$ cat config.mk
export PLATFORM = sky130hd
export DESIGN_NAME = h10_mem_arb
export DESIGN_NICKNAME = d
export VERILOG_FILES = /design/src/rtl/h10_mem_arb.sv
export SDC_FILE = /design/constraint.sdc
export NUM_CORES = 1
export LEC_CHECK = 0
export ABC_AREA = 1
export CAP_MARGIN = 25
export CORE_MARGIN = 2
export CORE_UTILIZATION = 26
export DETAILED_ROUTE_END_ITERATION = 12
export MAX_ROUTING_LAYER = met4
export PLACE_DENSITY = 0.62
export REMOVE_ABC_BUFFERS = 1
export SLEW_MARGIN = 10
export SYNTH_ARGS = -nofsm -noshare
export SYNTH_HDL_FRONTEND = slang
export SYNTH_SLANG_ARGS = --single-unit
$ cat constraint.sdc
create_clock -name clk -period 1.3 [get_ports clk]
set_input_delay 0.195 -clock clk [delete_from_list [all_inputs] [get_ports clk]]
set_output_delay 0.195 -clock clk [all_outputs]
set_load 0.05 [all_outputs]
$ cat src/rtl/h10_mem_arb.sv
// HITAC-10 core memory arbiter: CPU/secondary-master arbitration with starvation guard,
// issue/wait/ack sequencing and sticky out-of-range address trap.
module h10_mem_arb #(
    parameter int unsigned MEM_AW     = 12,
    parameter int unsigned DW         = 16,
    parameter int unsigned MEM_LAT    = 1,
    parameter int unsigned STARVE_MAX = 4
) (
    input  logic              clk,
    input  logic              reset,
    input  logic              c_req,
    input  logic              c_we,
    input  logic [14:0]       c_addr,
    input  logic [DW-1:0]     c_wdata,
    output logic              c_ack,
    output logic [DW-1:0]     c_rdata,
    input  logic              d_req,
    input  logic              d_we,
    input  logic [14:0]       d_addr,
    input  logic [DW-1:0]     d_wdata,
    output logic              d_ack,
    output logic [DW-1:0]     d_rdata,
    output logic [MEM_AW-1:0] m_addr,
    output logic              m_wren,
    output logic [DW-1:0]     m_wdata,
    input  logic [DW-1:0]     m_rdata,
    output logic              adr_err,
    input  logic              err_clr,
    output logic              busy
);

    localparam int unsigned SCW = $clog2(STARVE_MAX + 1);
    localparam int unsigned WCW = (MEM_LAT > 1) ? $clog2(MEM_LAT) : 1;

    typedef enum logic [1:0] {S_IDLE, S_ISSUE, S_WAIT, S_ACK} state_t;

    state_t             state_q, state_d;
    logic               gnt_d_q;
    logic               we_q;
    logic               oor_q;
    logic [MEM_AW-1:0]  addr_q;
    logic [DW-1:0]      wdata_q;
    logic [SCW-1:0]     starve_cnt;
    logic [WCW-1:0]     wait_cnt;

    logic               any_req;
    logic               starve_sat;
    logic               sel_d;
    logic               sel_we;
    logic [14:0]        sel_addr;
    logic [DW-1:0]      sel_wdata;
    logic               wait_last;

    assign any_req    = c_req | d_req;
    assign starve_sat = (starve_cnt == SCW'(STARVE_MAX));
    assign sel_d      = d_req & (~c_req | starve_sat);
    assign sel_we     = sel_d ? d_we    : c_we;
    assign sel_addr   = sel_d ? d_addr  : c_addr;
    assign sel_wdata  = sel_d ? d_wdata : c_wdata;
    assign wait_last  = (wait_cnt == WCW'(MEM_LAT - 1));

    always_ff @(posedge clk) begin
        if (reset)
            state_q <= S_IDLE;
        else
            state_q <= state_d;
    end

    always_comb begin
        state_d = state_q;
        case (state_q)
            S_IDLE:  if (any_req) state_d = S_ISSUE;
            S_ISSUE: state_d = S_WAIT;
            S_WAIT:  if (wait_last) state_d = S_ACK;
            S_ACK:   state_d = S_IDLE;
            default: state_d = S_IDLE;
        endcase
    end

    always_comb begin
        busy    = (state_q != S_IDLE);
        m_wren  = (state_q == S_ISSUE) & we_q & ~oor_q;
        c_ack   = (state_q == S_ACK) & ~gnt_d_q;
        d_ack   = (state_q == S_ACK) &  gnt_d_q;
        m_addr  = addr_q;
        m_wdata = wdata_q;
    end

    // Address is held past ISSUE so the memory sees it for the whole read latency;
    // read data is captured on the last WAIT edge so rdata is valid alongside ack.
    always_ff @(posedge clk) begin
        if (reset) begin
            gnt_d_q    <= 1'b0;
            we_q       <= 1'b0;
            oor_q      <= 1'b0;
            addr_q     <= '0;
            wdata_q    <= '0;
            starve_cnt <= '0;
            wait_cnt   <= '0;
            c_rdata    <= '0;
            d_rdata    <= '0;
            adr_err    <= 1'b0;
        end else begin
            if (state_q == S_IDLE) begin
                if (any_req) begin
                    gnt_d_q <= sel_d;
                    we_q    <= sel_we;
                    oor_q   <= (sel_addr[14:MEM_AW] != '0);
                    addr_q  <= sel_addr[MEM_AW-1:0];
                    wdata_q <= sel_wdata;
                end
                if (!d_req || sel_d)
                    starve_cnt <= '0;
                else if (!starve_sat)
                    starve_cnt <= starve_cnt + SCW'(1);
            end

            if (state_q == S_ISSUE)
                wait_cnt <= '0;
            else if (state_q == S_WAIT)
                wait_cnt <= wait_cnt + WCW'(1);

            if (state_q == S_WAIT && wait_last) begin
                if (gnt_d_q)
                    d_rdata <= oor_q ? '0 : m_rdata;
                else
                    c_rdata <= oor_q ? '0 : m_rdata;
            end

            if (state_q == S_ACK && oor_q)
                adr_err <= 1'b1;
            else if (err_clr)
                adr_err <= 1'b0;
        end
    end

endmodule

==> flow_summary.toml <==
[pwr]
p_per_area_nw_per_um2 = 2238
max-vdd-ir-drop_mv = 0.9277
p_leak_nw = 3.114

[min_path]
holdCritPathClass = "in -> reg"

[cts]
ctsRootBufferMaster = "clkbuf_16"
path_clk_slew_ns = 0.06
clkSinkCount = 70
cts_tree = "built"
clock_latency_ns = 0.33
cts_max_path_buffers = 2
htreeDepth = 3
cts_made_buffers = 9
hold_buffers = 0

[timing]
hold_viol = 0
setup_viol = 55
rsz0062_at_grt = "yes"
drv_slew = 0
tightest_slew_ns = 0.4092
clock_skew_ns = 0.008153
slew_headroom_pct = 72.51
layout_setup_ws_ns = -0.1602
hold_ws_ns = 0.2241
fin_crit_ns = 1.460
max_freq_mhz = 684.8
min_period_over_period_pct = 112.3

[cells_and_area]
drive_gt1_share_pct = 32.27
final_cell_area_um2 = 6749
final_cell_mix = "nand2_1 (109), clkdlybuf4s50_1 (82), buf_12 (70)"
final_common_cell = "nand2_1"
area_growth_pct = 115.7
fin_nets = 744
final-instance-count-excl-fill = 805

[grt]
grt_max_degree = 35
first_global_vias = 3517
grt_antenna_before_repair = 1
grt_pass1_wl_mm = 16.77
track_usage_pct = 17.12
grt_overflow = 0

[logic_synthesis]
yosys.area_share.adder_pct = 2.799
synthXorXnorAreaFrac_pct = 0.2799
syn_inst = 468
synthFlopType = "dfxtp_1"
async_reset_ff_share_pct = 0
synthMuxAreaShare_pct = 0
synth_top_family_by_area = "simple AND/OR/NAND/NOR gates"
synth-edff-count = 0
yosys.area_share.simple_pct = 31.43
ys_warn_count = 0
syn_area_um2 = 3129
synth_cell_types = 21
ys_ff_latch = 70
synth.avg_cell_area_um2 = 6.686
synth-compound-area-share_pct = 10.36
yosysSeqAreaShare_pct = 44.78

[setup_path]
worstSetupPathType = "reg -> out"
cp_max_fo = 2
cp.arrival_ns = 1.27
required_ns = 1.11
cp-end-kind = "output port"
critPathBufInv = 3
worstPathCellList = "inv_2, buf_6, ha_4, nand2_4, nor2_4, buf_12"
start_kind = "register"
crit_family = "buffers and inverters"
cp_slowest_stage_delay_ns = 0.32
slowest_stage = "dfxtp_2"

[routing]
first_pass_iters = 7
ant_nets = 0
viasPerCell = 4.482
drc = 0
vias = 3608
first_iter_violations = 134
drt-wirelength-per-cell_um = 14.15
routed_wl_mm = 11.39

[placement]
postPlaceCellArea_um2 = 5582
dp.cells = 765
port_buffers = 149
place_congestion = 0.7672
dpl.hpwl_mm = 7.207

[die]
die_h_um = 113.7
core_um2 = 11860
dieWidth_um = 113.7
rows = 40
ios = 150
start_util_pct = 26.38
die_area_um2 = 12930

[flow_run]
cap_violations = 0

[run_status]
status = "finished with violations"
violations = "setup timing"
[Yosys cell counts (2+ instances only)]
cell type    n  area share [%]
nand2_1    130              16
nor2_1      82             9.8
dfxtp_1     70              45
inv_1       52             6.2
a21oi_1     33             5.3
nand3_1     31             5.0
o21ai_0     30             4.8
buf_2       15             2.4
ha_1         7             2.8
clkbuf_1     6            0.72
inv_2        2            0.24
[worst paths after layout]
check | from | end | slack (ns) | cells past startpoint
max | state_q[1]$_SDFFE_PP0P_ | m_wren | -0.16 | 6
min | reset | gnt_d_q$_SDFFE_PP0P_ | 0.22 | 3
max reg2reg | state_q[0]$_SDFFE_PP0P_ | m_wdata[1]$_SDFFE_PP0P_ | -0.14 | 9
min reg2reg | d_rdata[11]$_SDFFE_PP0P_ | d_rdata[11]$_SDFFE_PP0P_ | 0.50 | 2
[cells by family after synthesis]
family                     count (synthesis)
adders and majority gates                  7
AOI/OAI and AO/OA                         64
and+or+nand+nor                          247
buffers and inverters                     79
DFF                                       70
xor gates and xnor gates                   1
[worst min-delay path, cell delays in order]
cell	delay, ns
buf_2	0.10
buf_4	0.17
a21oi_2	0.04
[per-stage QoR]
step	setup slack [ns]	utilization (%)	setup TNS (ns)	total power [mW]
final	-0.1602	56.90	-3.572	15.11
after global routing	-0.2073	56.90	-7.756	15.80
after CTS	-0.1683	55.53	-5.087	14.68
after detailed placement	-0.3172	47.06	-9.313	10.53
after global placement	-0.2734	47.06	-8.004	10.40
after floorplan	-1.256	-	-39.56	6.749
[routing by layer]
metal  vias to the layer above  share of wire, %  GRT usage (%)
met3                        13               6.5          4.782
met1                      1638                42          18.27
li1                       1813                 -              -
met2                       144                51          30.94
met4                         0              0.90          5.041
met5                         -                 0              -
[where the power goes]
group          switching [mW]  internal, mW  leakage [nW]
clock network           0.992          1.91         0.174
logic                    4.35          4.35          2.36
registers               0.702          2.80         0.576
[flip-flops by register name, indices dropped and copies added, names as in the netlist]
| register | flops |
|---|---|
| starve_cnt | 3 |
| state_q | 2 |
| oor_q | 1 |
| d_rdata | 16 |
| m_wdata | 16 |
| adr_err | 1 |
| m_addr | 12 |
| gnt_d_q | 1 |
| c_rdata | 16 |
| we_q | 1 |
| wait_cnt | 1 |
[cell type report]
cell class | instances | area [µm²]
fillers | 1031 | 5112
well taps | 147 | 183.9
flip-flops and latches | 70 | 1406
clock buffers | 9 | 225.2
repair buffers | 197 | 2824
inverters | 55 | 214.0
clock inverters | 7 | 130.1
diodes | 1 | 2.502
multi-input cells | 319 | 1763
[what timing repair did]
| item | CTS | global route |
|---|---|---|
| gates resized for setup | 94 | 50 |
| setup endpoints to repair | 55 | 71 |
| setup buffers | 11 | 3 |
| pin swaps | 10 | 10 |
| cloned | 10 | 3 |
No activity file was read; power rests on OpenSTA's default activity.
